<file path="src/rtl/v68k_bus_pkg.sv">
// Shared types and pin-level constants for the V68k bus cycle controller.
package v68k_bus_pkg;

  // Bus cycle phases; StGrant/StHeld are only reachable with BUS_ARB_EN.
  typedef enum logic [2:0] {
    StIdle,
    StAddr,
    StStrobe,
    StWait,
    StLatch,
    StDone,
    StGrant,
    StHeld
  } bus_state_e;

  localparam logic SIZE_BYTE = 1'b0;
  localparam logic SIZE_WORD = 1'b1;

  localparam logic DS_ON     = 1'b0;
  localparam logic DS_OFF    = 1'b1;
  localparam logic AS_STROBE = 1'b0;
  localparam logic AS_OFF    = 1'b1;
  localparam logic RW_READ   = 1'b1;
  localparam logic RW_WRITE  = 1'b0;

  // A word access at an odd byte address is an address error.
  function automatic logic odd_word(input logic size, input logic a0);
    return (size == SIZE_WORD) && a0;
  endfunction

endpackage

</file>
<file path="src/rtl/dtack_watchdog.sv">
// Saturating 8-bit wait-state counter; tc_o flags the configured limit (Limit=0 disables).
module dtack_watchdog #(
  parameter int unsigned Limit = 64
) (
  input  logic clk_i,
  input  logic rst_ni,
  input  logic clr_i,
  input  logic en_i,
  output logic tc_o
);

  localparam logic [7:0] LimitW = 8'(Limit);

  logic [7:0] count_q, count_d;

  // Clear dominates; otherwise count up and hold at all-ones.
  always_comb begin
    count_d = count_q;
    if (clr_i) begin
      count_d = 8'd0;
    end else if (en_i && (count_q != 8'hFF)) begin
      count_d = count_q + 8'd1;
    end
  end

  // Counter register.
  always_ff @(posedge clk_i or negedge rst_ni) begin
    if (!rst_ni) begin
      count_q <= 8'd0;
    end else begin
      count_q <= count_d;
    end
  end

  assign tc_o = (LimitW != 8'd0) && (count_q == LimitW);

endmodule

</file>
<file path="src/rtl/bus_cycle_controller.sv">
// 68000-style asynchronous bus cycle sequencer (S0-S7) with DTACK/BERR handshake and
// watchdog. Optional bus arbitration is enabled by defining BUS_ARB_EN.
module bus_cycle_controller
  import v68k_bus_pkg::*;
#(
  parameter int unsigned DTACK_TIMEOUT = 64
) (
  input  logic        CLK,
  input  logic        RESET,
  input  logic        req,
  input  logic        req_rw,
  input  logic [23:0] req_addr,
  input  logic        req_size,
  input  logic [15:0] req_wdata,
  input  logic [2:0]  req_fc,
  output logic        ack,
  output logic [15:0] rdata,
  output logic        berr,
  output logic        aerr,
  output logic        busy,
  output logic [22:0] A,
  output logic [2:0]  FC,
  output logic        AS,
  output logic        UDS,
  output logic        LDS,
  output logic        RW,
  output logic [15:0] D_OUT,
  output logic        D_OE,
  input  logic [15:0] D_IN,
  input  logic        DTACK,
  input  logic        BERR,
  input  logic        BR,
  input  logic        BGACK,
  output logic        BG,
  output logic        BUS_OE
);

  bus_state_e state_q, state_d;

  // Captured request.
  logic        cyc_rw_q, cyc_rw_d;
  logic [23:0] cyc_addr_q, cyc_addr_d;
  logic        cyc_size_q, cyc_size_d;
  logic [15:0] cyc_wdata_q, cyc_wdata_d;
  logic [2:0]  cyc_fc_q, cyc_fc_d;

  // Registered outputs.
  logic        ack_q, ack_d;
  logic [15:0] rdata_q, rdata_d;
  logic        berr_q, berr_d;
  logic        aerr_q, aerr_d;
  logic        busy_q, busy_d;
  logic [22:0] a_q, a_d;
  logic [2:0]  fc_q, fc_d;
  logic        as_q, as_d;
  logic        uds_q, uds_d;
  logic        lds_q, lds_d;
  logic        rw_q, rw_d;
  logic [15:0] d_out_q, d_out_d;
  logic        d_oe_q, d_oe_d;

  logic wd_tc;
  logic arb_br;
  logic arb_bgack;
  logic odd_d;
  logic uds_en, lds_en;

`ifdef BUS_ARB_EN
  assign arb_br    = ~BR;
  assign arb_bgack = ~BGACK;
`else
  logic unused_arb;
  assign arb_br     = 1'b0;
  assign arb_bgack  = 1'b0;
  assign unused_arb = ^{BR, BGACK};
`endif

  dtack_watchdog #(
    .Limit(DTACK_TIMEOUT)
  ) u_watchdog (
    .clk_i (CLK),
    .rst_ni(RESET),
    .clr_i (state_q != StWait),
    .en_i  (state_q == StWait),
    .tc_o  (wd_tc)
  );

  // Next-state, request capture, and cycle result flags.
  always_comb begin
    state_d     = state_q;
    cyc_rw_d    = cyc_rw_q;
    cyc_addr_d  = cyc_addr_q;
    cyc_size_d  = cyc_size_q;
    cyc_wdata_d = cyc_wdata_q;
    cyc_fc_d    = cyc_fc_q;
    rdata_d     = rdata_q;
    berr_d      = 1'b0;
    aerr_d      = 1'b0;
    unique case (state_q)
      StIdle: begin
        if (arb_br) begin
          state_d = StGrant;
        end else if (req) begin
          cyc_rw_d    = req_rw;
          cyc_addr_d  = req_addr;
          cyc_size_d  = req_size;
          cyc_wdata_d = req_wdata;
          cyc_fc_d    = req_fc;
          state_d     = StAddr;
        end
      end
      StAddr: begin
        if (odd_word(cyc_size_q, cyc_addr_q[0])) begin
          aerr_d  = 1'b1;
          state_d = StDone;
        end else begin
          state_d = StStrobe;
        end
      end
      StStrobe: state_d = StWait;
      StWait: begin
        // BERR outranks DTACK, which outranks the watchdog.
        if (!BERR) begin
          berr_d  = 1'b1;
          state_d = StDone;
        end else if (!DTACK) begin
          state_d = StLatch;
        end else if (wd_tc) begin
          berr_d  = 1'b1;
          state_d = StDone;
        end
      end
      StLatch: begin
        if (cyc_rw_q == RW_READ) begin
          if (cyc_size_q == SIZE_WORD) begin
            rdata_d = D_IN;
          end else if (cyc_addr_q[0]) begin
            rdata_d = {8'h00, D_IN[7:0]};
          end else begin
            rdata_d = {8'h00, D_IN[15:8]};
          end
        end
        state_d = StDone;
      end
      StDone:  state_d = arb_br ? StGrant : StIdle;
      StGrant: if (arb_bgack) state_d = StHeld;
      StHeld:  if (!arb_bgack) state_d = StIdle;
      default: state_d = StIdle;
    endcase
  end

  // Pin values for the phase being entered, so every output comes straight from a flop.
  always_comb begin
    odd_d   = odd_word(cyc_size_d, cyc_addr_d[0]);
    uds_en  = (cyc_size_d == SIZE_WORD) || !cyc_addr_d[0];
    lds_en  = (cyc_size_d == SIZE_WORD) || cyc_addr_d[0];
    a_d     = a_q;
    fc_d    = fc_q;
    as_d    = AS_OFF;
    uds_d   = DS_OFF;
    lds_d   = DS_OFF;
    rw_d    = RW_READ;
    d_out_d = d_out_q;
    d_oe_d  = 1'b0;
    ack_d   = (state_d == StDone);
    busy_d  = (state_d != StIdle);
    unique case (state_d)
      StAddr: begin
        if (!odd_d) begin
          a_d  = cyc_addr_d[23:1];
          fc_d = cyc_fc_d;
          rw_d = cyc_rw_d;
        end
      end
      StStrobe: begin
        as_d = AS_STROBE;
        rw_d = cyc_rw_d;
        if (cyc_rw_d == RW_READ) begin
          uds_d = uds_en ? DS_ON : DS_OFF;
          lds_d = lds_en ? DS_ON : DS_OFF;
        end else begin
          d_oe_d  = 1'b1;
          d_out_d = (cyc_size_d == SIZE_WORD) ? cyc_wdata_d
                                              : {cyc_wdata_d[7:0], cyc_wdata_d[7:0]};
        end
      end
      StWait, StLatch: begin
        as_d   = AS_STROBE;
        rw_d   = cyc_rw_d;
        uds_d  = uds_en ? DS_ON : DS_OFF;
        lds_d  = lds_en ? DS_ON : DS_OFF;
        d_oe_d = (cyc_rw_d == RW_WRITE);
      end
      StDone: begin
        // An aborted odd access never drove the bus, so it leaves RW/D alone.
        rw_d   = odd_d ? RW_READ : cyc_rw_d;
        d_oe_d = !odd_d && (cyc_rw_d == RW_WRITE);
      end
      default: ;
    endcase
  end

  // State, captured request and registered outputs.
  always_ff @(posedge CLK or negedge RESET) begin
    if (!RESET) begin
      state_q     <= StIdle;
      cyc_rw_q    <= RW_READ;
      cyc_addr_q  <= 24'h0;
      cyc_size_q  <= SIZE_BYTE;
      cyc_wdata_q <= 16'h0;
      cyc_fc_q    <= 3'h0;
      ack_q       <= 1'b0;
      rdata_q     <= 16'h0;
      berr_q      <= 1'b0;
      aerr_q      <= 1'b0;
      busy_q      <= 1'b0;
      a_q         <= 23'h0;
      fc_q        <= 3'h0;
      as_q        <= AS_OFF;
      uds_q       <= DS_OFF;
      lds_q       <= DS_OFF;
      rw_q        <= RW_READ;
      d_out_q     <= 16'h0;
      d_oe_q      <= 1'b0;
    end else begin
      state_q     <= state_d;
      cyc_rw_q    <= cyc_rw_d;
      cyc_addr_q  <= cyc_addr_d;
      cyc_size_q  <= cyc_size_d;
      cyc_wdata_q <= cyc_wdata_d;
      cyc_fc_q    <= cyc_fc_d;
      ack_q       <= ack_d;
      rdata_q     <= rdata_d;
      berr_q      <= berr_d;
      aerr_q      <= aerr_d;
      busy_q      <= busy_d;
      a_q         <= a_d;
      fc_q        <= fc_d;
      as_q        <= as_d;
      uds_q       <= uds_d;
      lds_q       <= lds_d;
      rw_q        <= rw_d;
      d_out_q     <= d_out_d;
      d_oe_q      <= d_oe_d;
    end
  end

`ifdef BUS_ARB_EN
  logic bg_q, bg_d;
  logic bus_oe_q, bus_oe_d;

  // Grant outputs follow the arbitration phase being entered.
  always_comb begin
    bg_d     = (state_d != StGrant);
    bus_oe_d = !((state_d == StGrant) || (state_d == StHeld));
  end

  // Arbitration output registers.
  always_ff @(posedge CLK or negedge RESET) begin
    if (!RESET) begin
      bg_q     <= 1'b1;
      bus_oe_q <= 1'b1;
    end else begin
      bg_q     <= bg_d;
      bus_oe_q <= bus_oe_d;
    end
  end

  assign BG     = bg_q;
  assign BUS_OE = bus_oe_q;
`else
  assign BG     = 1'b1;
  assign BUS_OE = 1'b1;
`endif

  assign ack   = ack_q;
  assign rdata = rdata_q;
  assign berr  = berr_q;
  assign aerr  = aerr_q;
  assign busy  = busy_q;
  assign A     = a_q;
  assign FC    = fc_q;
  assign AS    = as_q;
  assign UDS   = uds_q;
  assign LDS   = lds_q;
  assign RW    = rw_q;
  assign D_OUT = d_out_q;
  assign D_OE  = d_oe_q;

endmodule

</file>
<file path="config.mk">
export PLATFORM = sky130hd
export DESIGN_NAME = bus_cycle_controller
export DESIGN_NICKNAME = d
export VERILOG_FILES = /design/src/rtl/v68k_bus_pkg.sv /design/src/rtl/dtack_watchdog.sv /design/src/rtl/bus_cycle_controller.sv
export SDC_FILE = /design/constraint.sdc
export NUM_CORES = 1
export LEC_CHECK = 0
export CORE_MARGIN = 3
export CORE_UTILIZATION = 46
export DETAILED_ROUTE_END_ITERATION = 12
export HOLD_SLACK_MARGIN = 0.05
export PLACE_DENSITY_LB_ADDON = 0.1
export SYNTH_ARGS = -nofsm -noshare
export SYNTH_HDL_FRONTEND = slang
export SYNTH_HIERARCHICAL = 1
export SYNTH_SLANG_ARGS = --single-unit
</file>
<file path="constraint.sdc">
create_clock -name CLK -period 4.07 [get_ports CLK]
set_input_delay 1.221 -clock CLK [delete_from_list [all_inputs] [get_ports CLK]]
set_output_delay 1.221 -clock CLK [all_outputs]
set_load 0.01 [all_outputs]
</file>
==> summary.md <==
| Metric | Value |
|---|---|
| Die Y | `a little over 100 µm` |
| RSZ-0062 raised after global routing | `no` |
| H-tree levels | `3` |
| Vias per cell | `roughly 5.1` |
| Share of the synthesized area in the top cell type | `0.553` |
| FMAX | `322 MHz` |
| Core box area | `a little under 0.009 mm²` |
| Routed len/inst | `15.4 µm` |
| Peak supply drop | `0.000352 V` |
| Total Wirelength | `8750 µm` |
| Largest net degree at the start of global routing | `between 80 and 90` |
| Clock Latency Late Sink | `0.35 ns` |
| Slew Viols, Final | `0` |
| Met3 Use GR | `0.0406` |
| Final net count | `526` |
| Vias in the first global route | `around 2900` |
| Gr usage total | `0.175` |
| Syn Area/Cell | `approximately 13 µm²` |
| Slew @ Worst Pin | `a little under 1 ns` |
| Top Usage Layer GRT | `met2` |
| First-pass GRT wire length | `around 14000 µm` |
| Top cells by area, synth | `dfrtp_1, mux2_2, mux2i_1, dfstp_2, nand2_1` |
| GRT Residual Overflow | `0` |
| GP Congestion | `roughly 0.84` |
| Hold WC Path Type | `reg -> reg` |
| Yosys top cell by area | `dfrtp_1` |
| Min Tclk post-route | `just over 3 ns` |
| Arr. time, crit path | `around 3.3 ns` |
| Syn. warnings | `6` |
| Status | `finished clean` |
| Kind of critical path | `in -> reg` |
| Fillers | `676` |
| Clk sinks | `97` |
| Main synth FF type | `dfrtp_1` |
| Die ar. | `0.0102 mm²` |
| Area of the multi-input gates | `approximately 0.0016 mm²` |
| CTS tree | `built` |
| CTS Buffer Depth | `2` |
| Post-route ant nets | `0` |
| CP max-delay cell | `clkdlybuf4s50_1` |
| Post-synthesis cell area | `~0.0042 mm²` |
| M1 GR Usage | `0.229` |
| DR pass1 iterations | `4` |
| Final worst path period share | `0.762` |
| Crit-path cells | `clkdlybuf4s50_1 > nor4b_4 > buf_4 > mux2i_1 > nand4_4 > mux2_2` |
| Crit path launch type | `primary input` |
| Final Skew | `between 0.015 and 0.02 ns` |
| PostCTS Resize Cnt | `0` |
| Sequential cell area | `approximately 0.0024 mm²` |
| DRT iter0 DRCs | `approximately 120` |
| CP max stage delay | `between 0.4 and 0.5 ns` |
| FF+latch count, synth | `97` |
| Hpwl dp | `between 6000 and 7000 µm` |
| Ys async rst share | `1.00` |
| CTS root buf | `clkbuf_8` |
| Final hold vios | `0` |
| Post-synth EDFFs | `0` |
| CTS buffer count | `9` |
| Post-synth cell types | `48` |
| CP endpoint kind | `register` |
| Final-report setup violation count | `0` |
| Crit-path max FO | `18` |
| WP data required | `around 4.3 ns` |
| Top cells by count, synth | `dfrtp_1, mux2_2, nand2_1` |
| Post-CTS Hold Fix Bufs | `0` |
| Post-CTS setup buffers | `0` |
| Final instance area | `between 0.005 and 0.006 mm²` |
| DR vias | `around 2900` |
| Area grow syn2layout | `38.5%` |
| Cell Rows | `34` |
| # DRC | `0` |
| Top-count cell post-synth | `dfrtp_1` |
| Leakage power | `about 2.5 nW` |
| Initial Util | `0.475` |
| Initial antenna violation count | `0` |
| Setup TNS | `0 ns` |
| Die width | `just over 100 µm` |
| Relative slew slack | `0.343` |
| IO Count | `137` |
| PD cells | `around 740 mW/mm²` |
| Max-Cap Viols | `0` |
| Power Total | `0.00430 W` |
| N_diodes | `0` |
| Synthesized instance count | `324` |
| Placed instance area | `between 0.005 and 0.006 mm²` |
| Proportion of layout cells with a drive suffix above 1 | `0.191` |
| Seq/Total Area, Yosys | `0.584` |
| Number of buffers added on ports | `around 130` |
| Clk pin slew, worst setup/hold paths | `approximately 0.090 ns` |
| GR Layer Usage met2 | `0.292` |
final timing paths:
path | slack [ns] | cells after the start | endpoint | startpoint
worst min-delay path | 0.48 | 2 | rdata[12]$_DFFE_PN0P_ | rdata[12]$_DFFE_PN0P_
worst max register to register | 1.66 | 8 | D_OUT[1]$_DFFE_PN0P_ | u_watchdog/count_q[0]$_DFFE_PN0P_
worst max-delay path | 0.97 | 6 | D_OUT[1]$_DFFE_PN0P_ | req
max in group asynchronous | 2.23 | 2 | A[15]$_DFFE_PN0P_ | RESET
min in group asynchronous | 1.02 | 1 | rdata[3]$_DFFE_PN0P_ | RESET
worst min register to register | 0.48 | 2 | rdata[12]$_DFFE_PN0P_ | rdata[12]$_DFFE_PN0P_
logic make-up after synthesis:
| kind of cell | after synthesis | share of synthesized area |
|---|---|---|
| flip-flops | 97 | 0.584 |
| buffers and inverters | 33 | 0.0433 |
| AND/OR/NAND/NOR | 70 | 0.0952 |
| multiplexers | 79 | 0.209 |
| AO/OA/AOI/OAI | 42 | 0.0613 |
| adder cells (fa/ha/maj) | 2 | 0.00601 |
| other | 1 | 0.000900 |
area by class of cell:
type,count,area share
Clock buffer,11,0.0262
Tap cell,108,0.0234
Inverter,18,0.0117
Sequential cell,97,0.422
Timing Repair Buffer,135,0.232
Clock inverter,5,0.0147
Multi-Input combinational cell,195,0.270
routing by layer:
metal	part of all wire	up-vias
met4	0.0077	0
met3	0.073	5
met1	0.44	1398
li1	-	1383
met2	0.48	90
met5	0	-
cell usage in the layout, fill, tap and decap left out, types with 2 or more instances in the layout:
master           count
a211oi_1             3
a21oi_1              6
a31oi_1              2
and3b_1              2
buf_4                4
bufinv_16            2
clkbuf_8            11
clkdlybuf4s50_1    131
conb_1               2
dfrtp_1             92
dfstp_2              5
ha_1                 2
inv_1               18
mux2_2              50
mux2i_1             27
nand2_1             33
nand2b_1             2
nand3_1              2
nand4_1              3
nor2_1               7
nor3_1               5
nor3_2               2
o211ai_1             2
o21ai_0             21
registers in the layout, summed over array words and instances (netlist names):
register,count
RW,1
cyc_rw_q,1
LDS,1
cyc_wdata_q,16
busy,1
cyc_size_q,1
berr,1
A,23
aerr,1
AS,1
D_OUT,16
rdata,16
cyc_addr_q,1
UDS,1
u_watchdog/count_q,8
state_q,3
FC,3
D_OE,1
ack,1
report_power, final:
group	leakage [nW]	internal [W]	switching, W
logic	1.25	0.00110	0.000824
clock network	0.116	0.000383	0.000325
registers	1.18	0.00142	0.000239
total	2.54	0.00291	0.00139
worst max-delay path, delay by kind of cell:
kind                   cells  cell delay [ns]
multiplexers               2             0.79
buffers and inverters      2             0.72
AND/OR/NAND/NOR            2             0.59
through the flow:
step                      worst slack [ns]  hold WS, ns  cells  utilization
after CTS                            0.950        0.492    569        0.658
after global routing                 0.852        0.516    569        0.658
after detailed placement             0.591        0.471    553        0.631
final                                0.967        0.484    569        0.658
after global placement               0.607        0.464    553        0.631
after floorplan                       1.60        0.472    325            -
Power figures use the tool's default switching activity.
